**config.mk**
```make
export PLATFORM = sky130hd
export DESIGN_NAME = aca_vlsa
export DESIGN_NICKNAME = d
export VERILOG_FILES = /design/src/rtl/aca_pkg.sv /design/src/rtl/aca_blk_add.sv /design/src/rtl/aca_vlsa.sv
export SDC_FILE = /design/constraint.sdc
export NUM_CORES = 1
export LEC_CHECK = 0
export ABC_CLOCK_PERIOD_IN_PS = 11000
export CAP_MARGIN = 20
export CELL_PAD_IN_SITES_DETAIL_PLACEMENT = 1
export CELL_PAD_IN_SITES_GLOBAL_PLACEMENT = 1
export CORE_ASPECT_RATIO = 0.9
export CORE_MARGIN = 4
export CORE_UTILIZATION = 24
export DETAILED_ROUTE_END_ITERATION = 7
export PLACE_DENSITY_LB_ADDON = 0.12
export SLEW_MARGIN = 20
export SYNTH_ARGS = -nofsm -noshare
export SYNTH_HDL_FRONTEND = slang
export SYNTH_SLANG_ARGS = --single-unit
```
**constraint.sdc**
```tcl
create_clock -name clk -period 11 [get_ports clk]
set_clock_uncertainty 0.2 [all_clocks]
set_input_delay 3.3 -clock clk [delete_from_list [all_inputs] [get_ports clk]]
set_output_delay 3.3 -clock clk [all_outputs]
set_load 0.05 [all_outputs]
```
**src/rtl/aca_pkg.sv**
```systemverilog
// Shared types and helpers for the variable-latency speculative adder.
// Optional error statistics are enabled by defining ACA_ERR_STATS_EN.
package aca_pkg;

  typedef enum logic [1:0] {
    IDLE,
    SPEC,
    CORR,
    DONE
  } state_t;

  localparam int ERR_CNT_W = 16;

  function automatic int nblk(input int width, input int win);
    return width / win;
  endfunction

endpackage

```
**src/rtl/aca_blk_add.sv**
```systemverilog
// One WIN-bit speculation block.
// Produces the sum with carry-in, plus block generate and propagate.
module aca_blk_add #(
  parameter int WIN = 4
) (
  input  logic [WIN-1:0] a,
  input  logic [WIN-1:0] b,
  input  logic           ci,
  output logic [WIN-1:0] s,
  output logic           g,
  output logic           p
);

  logic [WIN:0] w_sum;

  assign w_sum = {1'b0, a} + {1'b0, b} + {{WIN{1'b0}}, ci};
  assign s     = w_sum[WIN-1:0];
  assign p     = &(a ^ b);
  // A fully propagating block cannot generate, so the carry-in
  // contribution is removed to obtain the carry-out with ci=0.
  assign g     = w_sum[WIN] & ~(p & ci);

endmodule

```
**src/rtl/aca_vlsa.sv**
```systemverilog
// Variable-latency speculative adder with exact error detection.
// Define ACA_ERR_STATS_EN to add the err_count / stats_clr ports.
module aca_vlsa
  import aca_pkg::*;
#(
  parameter int WIDTH = 32,
  parameter int WIN   = 4
) (
  input  logic             clk,
  input  logic             rst,
  input  logic             in_valid,
  output logic             in_ready,
  input  logic [WIDTH-1:0] a,
  input  logic [WIDTH-1:0] b,
  input  logic             cin,
  input  logic             approx_mode,
  output logic             out_valid,
  input  logic             out_ready,
  output logic [WIDTH-1:0] sum,
  output logic             cout,
  output logic             err,
`ifdef ACA_ERR_STATS_EN
  input  logic             stats_clr,
  output logic [ERR_CNT_W-1:0] err_count,
`endif
  output logic             corrected
);

  localparam int NBLK = nblk(WIDTH, WIN);
  localparam int KW   = (NBLK > 1) ? $clog2(NBLK) : 1;

  state_t           r_state;
  logic [WIDTH-1:0] r_a, r_b, r_work, r_sum;
  logic             r_cin, r_am, r_tc;
  logic             r_cout, r_err, r_corr, r_out_valid;
  logic [KW-1:0]    r_k;

  logic [NBLK-1:0]  w_g, w_p, w_ci;
  logic [WIDTH-1:0] w_ssum;
  logic             w_scout;
  logic [WIDTH:0]   w_exact;
  logic             w_err;

  logic [WIN-1:0]   w_ca, w_cb, w_cs;
  logic             w_cg, w_cp, w_ctc, w_last;
  logic [WIDTH-1:0] w_work_nx;
  logic             w_unused;

  for (genvar j = 0; j < NBLK; j++) begin : g_blk
    if (j == 0) begin : g_first
      assign w_ci[j] = r_cin;
    end else begin : g_rest
      assign w_ci[j] = w_g[j-1];
    end
    aca_blk_add #(.WIN(WIN)) u_blk (
      .a  (r_a[j*WIN +: WIN]),
      .b  (r_b[j*WIN +: WIN]),
      .ci (w_ci[j]),
      .s  (w_ssum[j*WIN +: WIN]),
      .g  (w_g[j]),
      .p  (w_p[j])
    );
  end

  assign w_scout  = w_g[NBLK-1];
  assign w_exact  = {1'b0, r_a} + {1'b0, r_b}
                  + {{WIDTH{1'b0}}, r_cin};
  assign w_err    = ({w_scout, w_ssum} != w_exact);
  assign w_unused = ^w_p;

  assign w_ca = r_a[r_k*WIN +: WIN];
  assign w_cb = r_b[r_k*WIN +: WIN];

  aca_blk_add #(.WIN(WIN)) u_corr (
    .a  (w_ca),
    .b  (w_cb),
    .ci (r_tc),
    .s  (w_cs),
    .g  (w_cg),
    .p  (w_cp)
  );

  assign w_ctc  = w_cg | (w_cp & r_tc);
  assign w_last = (r_k == KW'(NBLK - 1));

  // Working sum with block k replaced by its corrected value.
  always_comb begin
    w_work_nx = r_work;
    w_work_nx[r_k*WIN +: WIN] = w_cs;
  end

  // Control FSM with registered result outputs.
  always_ff @(posedge clk or posedge rst) begin
    if (rst) begin
      r_state     <= IDLE;
      r_a         <= '0;
      r_b         <= '0;
      r_cin       <= 1'b0;
      r_am        <= 1'b0;
      r_tc        <= 1'b0;
      r_k         <= '0;
      r_work      <= '0;
      r_sum       <= '0;
      r_cout      <= 1'b0;
      r_err       <= 1'b0;
      r_corr      <= 1'b0;
      r_out_valid <= 1'b0;
    end else begin
      unique case (r_state)
        IDLE: begin
          if (in_valid) begin
            r_a     <= a;
            r_b     <= b;
            r_cin   <= cin;
            r_am    <= approx_mode;
            r_state <= SPEC;
          end
        end
        SPEC: begin
          if (!w_err || r_am) begin
            r_sum       <= w_ssum;
            r_cout      <= w_scout;
            r_err       <= w_err;
            r_corr      <= 1'b0;
            r_out_valid <= 1'b1;
            r_state     <= DONE;
          end else begin
            r_work  <= w_ssum;
            r_tc    <= w_g[0] | (w_p[0] & r_cin);
            r_k     <= KW'(1);
            r_state <= CORR;
          end
        end
        CORR: begin
          r_work <= w_work_nx;
          r_tc   <= w_ctc;
          if (w_last) begin
            r_sum       <= w_work_nx;
            r_cout      <= w_ctc;
            r_err       <= 1'b1;
            r_corr      <= 1'b1;
            r_out_valid <= 1'b1;
            r_state     <= DONE;
          end else begin
            r_k <= r_k + 1'b1;
          end
        end
        DONE: begin
          if (out_ready) begin
            r_out_valid <= 1'b0;
            r_state     <= IDLE;
          end
        end
        default: r_state <= IDLE;
      endcase
    end
  end

  assign in_ready  = (r_state == IDLE);
  assign out_valid = r_out_valid;
  assign sum       = r_sum;
  assign cout      = r_cout;
  assign err       = r_err;
  assign corrected = r_corr;

`ifdef ACA_ERR_STATS_EN
  logic [ERR_CNT_W-1:0] r_err_cnt;

  // Saturating count of retired results that carried err.
  always_ff @(posedge clk or posedge rst) begin
    if (rst) begin
      r_err_cnt <= '0;
    end else if (stats_clr) begin
      r_err_cnt <= '0;
    end else if (r_out_valid && out_ready && r_err
                 && (r_err_cnt != '1)) begin
      r_err_cnt <= r_err_cnt + 1'b1;
    end
  end

  assign err_count = r_err_cnt;
`endif

endmodule

```
-- Word-level counts from Yosys, hierarchy flattened
Cells that the tools add are included.
Widths: inputs -> output; s select.
- div/mod/pow operators: 0
- multipliers: 0
- multiplexer cells: 27
- equal/unequal tests: 11
- reduce and logical (&&, ||, !) cells: 20
- bitwise operators: 38
- shift operators: 4
- $add $sub $neg: 22
- order comparisons: 0
- operators by type and width (kind ; number):
    $pmux 32 s2 ; 2
    $mux 32 ; 3
    $shiftx 32x6->4 ; 2
    $add 4x4->5 ; 9
    $add 5x1->5 ; 9
    $reduce_and 4->1 ; 10
    $xor 4x4->4 ; 9
    $neg 5->34 ; 1
    $shift 4x34->32 const A ; 1
    $shiftx 4x34->32 ; 1
    $add 32x32->33 ; 1
    $add 33x1->33 ; 1
    $ne 33x33->1 ; 1
    $bwmux 32 ; 1
    $and 1x1->1 ; 18
    $ne 2x2->1 const B ; 6
    $mux 1 ; 9
    $not 1->1 ; 9
    $reduce_and 3->1 ; 3
    $pmux 1 s2 ; 4
    $pmux 2 s4 ; 1
    $mux 2 ; 3
    $mux 3 ; 2
    $pmux 3 s2 ; 1
    other kinds (12) ; 15
- bits in read-only memories: 0
- latch bits: 0
- RAM bits: 0
- output and inout bits: 37
- memories kept: 0
- logic and storage cells: 135
- input bits: 70
- bits in registers: 140

-- Logic depth before layout (Yosys ltp)
Gate-level depths: netlist of the first run.
- depth after elaboration: 31
- depth in mapped cells: 59
- depth with buffers taken out: 57

-- Modules after synthesis
Synthesis of the first run repeated with hierarchy kept, for this count alone.
- cell total of the unflattened synthesis: 1118
- area, all modules: 10896.7 µm²
- by module, submodules not included (module ; cells an instance ; area an instance (µm²) ; instances ; seq. area each (µm²)):
    aca_vlsa ; 911 ; 9286.4 ; 1 ; 3503.4
    aca_blk_add ; 23 ; 178.9 ; 9 ; 0.0

-- Worst setup path before layout of the first run
Ideal clock, no wire load.
- path type: register to register
- from: register r_b[0]
- to: register r_sum[13] (netlist: sum[13])
- cell stages (with the launch flop): 60
- arrival time: 11569 ps
- slack: -897 ps
- library setup time: 127 ps
- cell sequence: dfrtp_1 > inv_1 > fa_1 > fa_1 > nand2b_1 > a21oi_1 > and2_1 > fa_1 > inv_1 > fa_1 > nor2b_1 > o311a_1 > fa_1 > inv_1 > fa_1 > nand2b_1 > a21oi_1 > a21boi_0 > [... 24 more ...] > fa_1 > nor2b_1 > o21ai_0 > nand2b_1 > and3_1 > fa_1 > inv_1 > fa_1 > xor2_1 > xnor2_1 > or2_2 > nor3_1 > o2111ai_1 > nor4_4 > a31oi_2 > a211oi_4 > buf_6 > mux2_1
- word-level cells in the longest chain between the ends: 31
- elaborated cells on any way between the ends: 50
- those cells by class: add/sub (13); eq/ne (2); shift (2); mux (4); bitwise (25); reduce/logical (4)
- ends and longest elaborated chain (element ; line ; text):
    start: declaration ; aca_vlsa.sv:33 ; logic [WIDTH-1:0] r_a, r_b, r_work, r_sum;
    start signal: assignment ; aca_vlsa.sv:97 ; r_b <= '0;
    start signal: assignment ; aca_vlsa.sv:113 ; r_b <= b;
    parallel branches: the longest is 31 deep, another holds $add 4x4->5 ; -- ;
    end signal: assignment ; aca_vlsa.sv:121 ; r_sum <= w_ssum;
    end signal: assignment ; aca_vlsa.sv:138 ; r_sum <= w_work_nx;
    end: declaration ; aca_vlsa.sv:33 ;
Parallel ways; which one is timed is not known. The select of a mux whose other input is x is not followed.
A chain may end at the register's enable or synchronous reset.

-- Final worst setup path of the first run
- from: register r_cin
- to: register r_work[17]
- word-level cells in the longest chain between the ends: 29
- elaborated cells on any way between the ends: 40
- those cells by class: add/sub (9); eq/ne (2); mux (2); bitwise (24); reduce/logical (3)
- ends and longest elaborated chain (element ; line ; text):
    start: declaration ; aca_vlsa.sv:34 ; logic r_cin, r_am, r_tc;
    start signal: assignment ; aca_vlsa.sv:114 ; r_cin <= cin;
    parallel branches: the longest is 29 deep, another holds $add 5x1->5 ; -- ;
    end signal: assignment ; aca_vlsa.sv:128 ; r_work <= w_ssum;
    end signal: assignment ; aca_vlsa.sv:135 ; r_work <= w_work_nx;
    end: declaration ; aca_vlsa.sv:33 ;
Parallel ways; which one is timed is not known. The select of a mux whose other input is x is not followed.

==> results of run 1 <==
## stage by stage
step | instances | util [%]
finish | 1754 | 32.1
CTS | 1737 | 31.1
global placement | 1696 | 29.4
global route | 1754 | 32.1
floorplan | 1037 | -
detailed placement | 1696 | 29.4
## worst max-delay path, delay by kind of cell, from the launching register on
kind / cells / cell delay [ns]
AO/OA/AOI/OAI: 13 / 1.83
XOR/XNOR: 2 / 0.29
adder cells (fa/ha/maj): 16 / 4.97
buffers and inverters: 13 / 1.07
flip-flops: 1 / 0.35
multiplexers: 1 / 0.33
AND/OR/NAND/NOR: 16 / 2.34
## cells in the mapped netlist (all sizes together) (4+ instances only)
library cell	n	area, µm²
and2	11	68.8
o21a	7	52.6
and4	4	35.0
a32oi	4	35.0
ha	47	588
clkbuf	34	129
mux2	135	1520
a31oi	16	106
mux2i	20	200
nand2b	15	93.8
buf	18	106
nand2	90	338
nor2b	12	75.1
nor4	4	40.0
a21boi	6	45.0
or2	4	25.0
xor2	13	114
o2111ai	6	52.6
a21oi	77	393
dfrtp	140	3500
a211oi	10	87.6
nand3	24	120
nor3	21	105
o211ai	14	105
nor2	66	248
inv	48	180
o21ai	56	280
and3	6	37.5
xnor2	23	201
fa	18	360
mux4	16	360
a21o	15	113
nand4	16	100
## per-layer routing
metal / track usage, % / vias up / share of wire, %
met5: 0 / - / 0
met4: 4.00 / 0 / 1.4
met3: 2.79 / 31 / 3.1
met2: 27.0 / 164 / 45
met1: 24.6 / 4424 / 51
li1: - / 4075 / -
## worst paths after layout
kind,from,end,slack (ns),cells past startpoint
min reg2reg,r_work[0],r_work[0],0.31,1
max,r_cin,r_work[17],-0.53,61
min in group asynchronous,rst,r_a[28],3.22,2
max reg2reg,r_cin,r_work[17],-0.53,61
min,r_work[0],r_work[0],0.31,1
max in group asynchronous,rst,r_a[8],6.16,3
## state kept, by name (all words and copies together), names as in the netlist
name,cells
r_a,32
r_work,32
r_cin,1
corrected,1
r_state,2
sum,32
out_valid,1
r_tc,1
cout,1
err,1
r_am,1
r_b,32
r_k,3
## repair_timing
| item | CTS | global route |
|---|---|---|
| resized for setup | 11 | 63 |
| buffers inserted | 8 | 12 |
| gates cloned | 1 | 5 |
| setup endpoints to repair | 73 | 73 |
| pin swaps | 10 | 10 |
## kinds of logic (layout without fill, tap and decap cells)
kind of cell	after synthesis	after routing	synth area share [%]
AND/OR/NAND/NOR	282	282	13.3
AO/OA/AOI/OAI	243	243	15.3
multiplexers	171	171	20.4
flip-flops	140	140	34.4
buffers and inverters	100	270	4.08
adder cells (fa/ha/maj)	65	65	9.32
XOR/XNOR	36	36	3.10
## cell type report
cell class | count | area (µm²) | share of cell area [%]
inverter | 48 | 185 | 1.38
clock inverter | 8 | 115 | 0.856
clock buffer | 24 | 472 | 3.51
multi-input combinational | 797 | 6630 | 49.3
sequential | 140 | 3500 | 26.1
tap | 547 | 684 | 5.09
timing repair buffer | 190 | 1860 | 13.8
==> results.json, run 1 <==
{
  "grt_max_degree": 93,
  "drc": 0,
  "rsz0062_at_grt": "true",
  "tns_ns": -34.14,
  "status": "complete, but fails checks",
  "end_kind": "flop",
  "yosys.cell_types.count": 66,
  "grt_usage_pct": 17.1,
  "crit_fanout": 6,
  "finalNetCount": 1329,
  "path_clk_slew_ns": 0.06,
  "syn_nets": 1172,
  "syn_area_per_cell_um2": 9.81,
  "ys_ff_latch": 140,
  "rows": 71,
  "final-hold-violation-count": 0,
  "cp.arrival_ns": 11.66,
  "num_vias": 8694,
  "cts-root-buf": "clkbuf_16",
  "wl_per_cell_um": 22.8,
  "nFillCells": 4713,
  "worst_pin_slew_ns": 0.976,
  "drt-pass1-iter-count": 5,
  "placedInstanceArea_um2": 12300,
  "initial_core_util_pct": 24.3,
  "final.setup.worst_slack_ns": -0.526,
  "grt.overflow.total": 0,
  "whs_ns": 0.308,
  "syn_to_final_growth_pct": 32.1,
  "slowest_stage": "fa_2",
  "clock_sinks": 140,
  "timing.fmax_mhz": 86.8,
  "vias_per_cell": 4.96,
  "cpMostUsedCell": "fa_2",
  "final_cell_mix": "dfrtp_1 (140), clkdlybuf4s50_1 (106), nand2_1 (88)",
  "drv_slew": 0,
  "antenna_left": 0,
  "cap_violations": 0,
  "synth_ff_type": "dfrtp_1",
  "mostFrequentLayoutCell": "dfrtp_1",
  "fp.coreArea_um2": 41800,
  "io_pins": 107,
  "insertedDiodeCount": 0,
  "clock_path_buffers": 2,
  "cts_buffers": 17,
  "layout-drive-gt1-share_pct": 26.8,
  "die_area_um2": 45800,
  "hp-class": "reg2reg",
  "final_area_um2": 13400,
  "initialDrtViolationCount": 446,
  "cts-hold-fix-buffers": 0,
  "portBuffers": 106,
  "syn_inst": 1037,
  "dp_slack_ns": -0.686,
  "grt_pass1_vias": 9136,
  "grt_first_pass_wirelength_um": 58700,
  "routabilityCongestion": 0.865,
  "start_kind": "flop",
  "critPathMaxStageDelay_ns": 0.56,
  "synthArstFlopShare_pct": 100,
  "dp_hpwl_um": 30800,
  "die_y_um": 203,
  "yosysWarnings": 0,
  "setup_violations": 72,
  "critical_path_class": "reg2reg",
  "cts_tree": "yes",
  "final.min_clock_period_ns": 11.53,
  "synth_edf_count": 0,
  "yosysSeqAreaShare_pct": 34.4,
  "routed_wl_um": 40100,
  "cp_data_required_time_ns": 11.13,
  "fin_crit_sh_pct": 105,
  "clk_latency_ns": 0.46,
  "die_w_um": 225,
  "cts_max_level": 4,
  "slew_headroom_pct": 34.7,
  "antenna_found_initial": 0,
  "failed_checks": "negative setup slack",
  "netlist_area_um2": 10200
}
Power of run 1 is left out: the tool's default activity adds up to more than one toggle a clock period on the data nets, which glitch-free logic cannot reach.
==> run 2, diff against run 1 <==
--- a/config.mk
+++ b/config.mk
@@ -10,7 +10,7 @@
 export CELL_PAD_IN_SITES_DETAIL_PLACEMENT = 1
 export CELL_PAD_IN_SITES_GLOBAL_PLACEMENT = 1
 export CORE_ASPECT_RATIO = 0.9
-export CORE_MARGIN = 4
+export CORE_MARGIN = 8
 export CORE_UTILIZATION = 24
 export DETAILED_ROUTE_END_ITERATION = 7
 export PLACE_DENSITY_LB_ADDON = 0.12
==> run 2 against run 1 <==
The flow still finishes with violations (negative setup slack). Register-to-register slack better by 0.05 ns. Via count is 0.82% lower. Final cell count is 0.11% higher. Critical path type unchanged. Fmax is 0.44% higher. First-iteration DRC count is 0.67% higher. Final area is 0.26% lower.
==> results.json, run 2 (synthesis results as in run 1) <==
{
  "holdPathStages": 1,
  "grtUsageMet2_pct": 25.2,
  "cts_tree": "yes",
  "final_cell_mix": "dfrtp_1 (140), mux2_2 (106), clkdlybuf4s50_1 (106)",
  "multi_input_area_um2": 6520,
  "setup_violations": 72,
  "antenna_found_initial": 1,
  "clk_latency_ns": 0.46,
  "cp_data_required_time_ns": 11.12,
  "cp.arrival_ns": 11.60,
  "num_vias": 8623,
  "register_area_um2": 3500,
  "slew_headroom_pct": 35.6,
  "fin_crit_sh_pct": 104,
  "dp_hpwl_um": 31000,
  "final-hold-violation-count": 0,
  "grt_max_degree": 79,
  "placedInstanceArea_um2": 12300,
  "clock_path_buffers": 2,
  "worstHoldEndpoint": "sum[23]",
  "cpMostUsedCell": "fa_2",
  "grt_pass1_vias": 9416,
  "cts_buffers": 17,
  "routed_wl_um": 39900,
  "holdCritStartpoint": "sum[23]",
  "dp_slack_ns": -0.698,
  "clock_sinks": 140,
  "met3_usage_pct": 2.73,
  "finalNetCount": 1331,
  "crit_buf_inv": 12,
  "reg2reg_from": "r_cin",
  "timing.fmax_mhz": 87.1,
  "nFillCells": 4677,
  "met1_usage_pct": 23.2,
  "initial_core_util_pct": 24.3,
  "wl_per_cell_um": 22.7,
  "critPathMaxStageDelay_ns": 0.59,
  "tns_ns": -28.56,
  "grt_usage_pct": 16.4,
  "initialDrtViolationCount": 449,
  "final.setup.worst_slack_ns": -0.476,
  "end_kind": "flop",
  "routabilityCongestion": 0.853,
  "start_kind": "flop",
  "r2r_end": "sum[18]",
  "mostFrequentLayoutCell": "dfrtp_1",
  "hp-class": "reg2reg",
  "cts_max_level": 4,
  "cts-hold-fix-buffers": 0,
  "grt_first_pass_wirelength_um": 60600,
  "fp.coreArea_um2": 41800,
  "crit_family": "adder cells",
  "rsz0062_at_grt": "true",
  "failed_checks": "negative setup slack",
  "die_y_um": 211,
  "final_area_um2": 13400,
  "die_area_um2": 49300,
  "portBuffers": 106,
  "slowest_stage": "fa_2",
  "cap_violations": 0,
  "busiest_layer": "met2",
  "critical_path_class": "reg2reg",
  "drc": 0,
  "insertedDiodeCount": 0,
  "path_clk_slew_ns": 0.06,
  "grt.overflow.total": 0,
  "die_w_um": 233,
  "crit_fanout": 8,
  "syn_to_final_growth_pct": 31.8,
  "layout-drive-gt1-share_pct": 26.8,
  "final.min_clock_period_ns": 11.48,
  "vias_per_cell": 4.91,
  "drt-pass1-iter-count": 4,
  "drv_slew": 0,
  "cts-root-buf": "clkbuf_16",
  "status": "complete, but fails checks",
  "worstRegToRegCells": 60,
  "setup.reg_to_reg.worst_slack_ns": -0.48,
  "io_pins": 107,
  "worst_pin_slew_ns": 0.962,
  "antenna_left": 0,
  "rows": 71
}
==> run 2: changes by cell type in the layout (fill, tap and decap cells not counted), sizes merged <==
cell | previous run | this run
clkbuf | 28 | 22
clkinv | 5 | 4
buf | 80 | 85
bufinv | 3 | 6
clkinvlp | 0 | 1
==> run 2: what timing repair did <==
item	in CTS	in global routing
setup endpoints to repair	73	73
hold endpoints to repair	0	0
buffers inserted	19	8
pin swaps	10	1
cloned	3	1
resized for setup	21	22
==> run 2: worst register-to-register path: cells and delay by family (launching register included) <==
family,cells,cell delay [ns]
buffers and inverters,12,0.82
xor gates and xnor gates,2,0.29
AOI/OAI and AO/OA,13,2.04
and+or+nand+nor,16,2.34
DFF,1,0.36
muxes,1,0.33
adders and majority gates,16,4.96
==> run 2: worst max-delay path by stage <==
stage | start | to | slack [ns] | depth (start not counted)
final | r_cin | sum[18] | -0.48 | 60
after global routing | r_cin | sum[31] | -1.04 | 60
after CTS | r_cin | sum[10] | -0.53 | 60
after detailed placement | r_cin | sum[18] | -0.70 | 58
after global placement | r_cin | sum[9] | -0.45 | 58
after floorplan | r_cin | sum[13] | -0.23 | 59
==> run 2: through the flow <==
| stage | std cells | util [%] | hold slack, ns |
|---|---|---|---|
| floorplan | 1037 | - | 0.273 |
| global placement | 1694 | 29.3 | 0.273 |
| detailed placement | 1694 | 29.3 | 0.278 |
| CTS | 1748 | 31.7 | 0.293 |
| global route | 1756 | 32.0 | 0.319 |
| finish | 1756 | 32.0 | 0.299 |
==> run 2: per-layer routing <==
metal,vias to the layer above,routed length [µm]
li1,4086,-
met1,4354,20100
met2,141,17700
met3,40,1230
met4,2,818
met5,-,13
==> run 2: final cells by class <==
cell class                      instances  area share, %
Clock inverter                         11           1.61
Multi-Input combinational cell        797           48.6
Timing Repair Buffer                  192           13.8
Clock buffer                           21           3.36
Inverter                               48           1.38
Tap cell                              547           5.10
Sequential cell                       140           26.1
Power of run 2 is left out for the same reason.
==> run 3, diff against run 2 <==
--- a/config.mk
+++ b/config.mk
@@ -11,7 +11,7 @@
 export CELL_PAD_IN_SITES_GLOBAL_PLACEMENT = 1
 export CORE_ASPECT_RATIO = 0.9
 export CORE_MARGIN = 8
-export CORE_UTILIZATION = 24
+export CORE_UTILIZATION = 41
 export DETAILED_ROUTE_END_ITERATION = 7
 export PLACE_DENSITY_LB_ADDON = 0.12
 export SLEW_MARGIN = 20
==> run 3 against run 2 <==
The flow still finishes with violations (negative setup slack). Setup slack lost 0.15 ns. First-iteration DRC count grew 29%. Final cell count shrank 14%. Non-clock buffer count shrank 1. Final area is 2.7% lower. Worst hold slack improved by 0.010 ns. Highest routed layer is now met4.
==> results.json, run 3 (synthesis results as in run 1) <==
{
  "status": "complete, but fails checks",
  "failed_checks": "negative setup slack",
  "tns_ns": -39.79,
  "path_clk_slew_ns": 0.06,
  "routabilityCongestion": 0.905,
  "final-hold-violation-count": 0,
  "insertedDiodeCount": 0,
  "final_area_um2": 13000,
  "worst_pin_slew_ns": 0.967,
  "grt_pass1_vias": 9603,
  "cts_buffers": 17,
  "fp.coreArea_um2": 24300,
  "fin_crit_sh_pct": 106,
  "clock_path_buffers": 2,
  "end_kind": "flop",
  "placedInstanceArea_um2": 11900,
  "cpMostUsedCell": "fa_2",
  "hp-class": "reg2reg",
  "portBuffers": 106,
  "grt_max_degree": 72,
  "rsz0062_at_grt": "true",
  "die_y_um": 165,
  "drt-pass1-iter-count": 5,
  "cts-root-buf": "clkbuf_16",
  "final_cell_mix": "dfrtp_1 (139), clkdlybuf4s50_1 (106), mux2_2 (103)",
  "crit_fanout": 4,
  "initial_core_util_pct": 41.8,
  "vias_per_cell": 5.88,
  "register_area_um2": 3500,
  "start_kind": "flop",
  "die_area_um2": 30100,
  "critPathMaxStageDelay_ns": 0.56,
  "antenna_found_initial": 0,
  "cts-hold-fix-buffers": 0,
  "clock_sinks": 140,
  "cp.arrival_ns": 11.76,
  "finalNetCount": 1330,
  "num_vias": 8913,
  "slew_headroom_pct": 35.3,
  "final.setup.worst_slack_ns": -0.630,
  "layout-drive-gt1-share_pct": 27.4,
  "cp_data_required_time_ns": 11.13,
  "nFillCells": 2650,
  "grt_first_pass_wirelength_um": 58100,
  "cts_max_level": 4,
  "clk_latency_ns": 0.45,
  "cts_tree": "yes",
  "rows": 54,
  "multi_input_area_um2": 6550,
  "final.min_clock_period_ns": 11.63,
  "antenna_left": 0,
  "io_pins": 107,
  "syn_to_final_growth_pct": 28.2,
  "dp_hpwl_um": 27600,
  "timing.fmax_mhz": 86.0,
  "die_w_um": 182,
  "drc": 0,
  "grt.overflow.total": 0,
  "wl_per_cell_um": 24.9,
  "critical_path_class": "reg2reg",
  "grt_usage_pct": 25.5,
  "setup_violations": 73,
  "routed_wl_um": 37700,
  "initialDrtViolationCount": 581,
  "slowest_stage": "fa_2",
  "drv_slew": 0,
  "mostFrequentLayoutCell": "dfrtp_1",
  "cap_violations": 0
}
==> run 3: routing by layer <==
| metal | vias up | wire [µm] | track usage, % | part of all wire, % |
|---|---|---|---|---|
| li1 | 4089 | - | - | - |
| met1 | 4493 | 17400 | 33.8 | 46 |
| met2 | 270 | 17300 | 41.3 | 46 |
| met3 | 61 | 1680 | 4.42 | 4.4 |
| met4 | 0 | 1360 | 9.53 | 3.6 |
| met5 | - | 0 | 0 | 0 |
==> run 3: area by class of cell <==
| class | instances | area share [%] |
|---|---|---|
| Multi-Input combinational cell | 797 | 50.2 |
| Sequential cell | 140 | 26.9 |
| Timing Repair Buffer | 191 | 14.0 |
| Clock buffer | 17 | 3.26 |
| Tap cell | 308 | 2.95 |
| Inverter | 48 | 1.42 |
| Clock inverter | 14 | 1.29 |
==> run 3: timing repair <==
action / 4_1_cts / 5_1_grt
gates resized for setup: 49 / 6
setup endpoints to repair: 73 / 73
gates cloned: 5 / 0
buffers inserted: 21 / 10
pin swaps: 9 / 10
endpoints found under the hold margin: 0 / 0
==> run 3: stage by stage <==
step           util, %  setup WS (ns)  std cells  hold WS (ns)
3_5_place_dp      49.1         -0.683       1450         0.277
2_1_floorplan        -         -0.233       1037         0.273
5_1_grt           53.6          -1.12       1515         0.323
4_1_cts           53.4         -0.478       1507         0.306
3_3_place_gp      49.1         -0.206       1450         0.269
6_report          53.6         -0.630       1515         0.310
==> run 3: final timing paths <==
path                                  from          to  slack (ns)  depth (start not counted)
worst min-delay path            r_work[18]  r_work[18]        0.31                          1
min in group asynchronous              rst     r_a[16]        3.15                          2
worst max-delay path                 r_cin     sum[12]       -0.63                         61
worst max register to register       r_cin     sum[12]       -0.63                         61
max in group asynchronous              rst      r_k[1]        5.97                          3
worst min register to register  r_work[18]  r_work[18]        0.31                          1
==> run 3: critical path, delay by kind of cell, from the launching register on <==
kind	cells	cell delay (ns)
flip-flops	1	0.36
adder cells (fa/ha/maj)	16	4.93
multiplexers	1	0.30
XOR/XNOR	2	0.31
buffers and inverters	13	1.03
AND/OR/NAND/NOR	16	2.41
AO/OA/AOI/OAI	13	1.92
Power of run 3 is left out for the same reason.
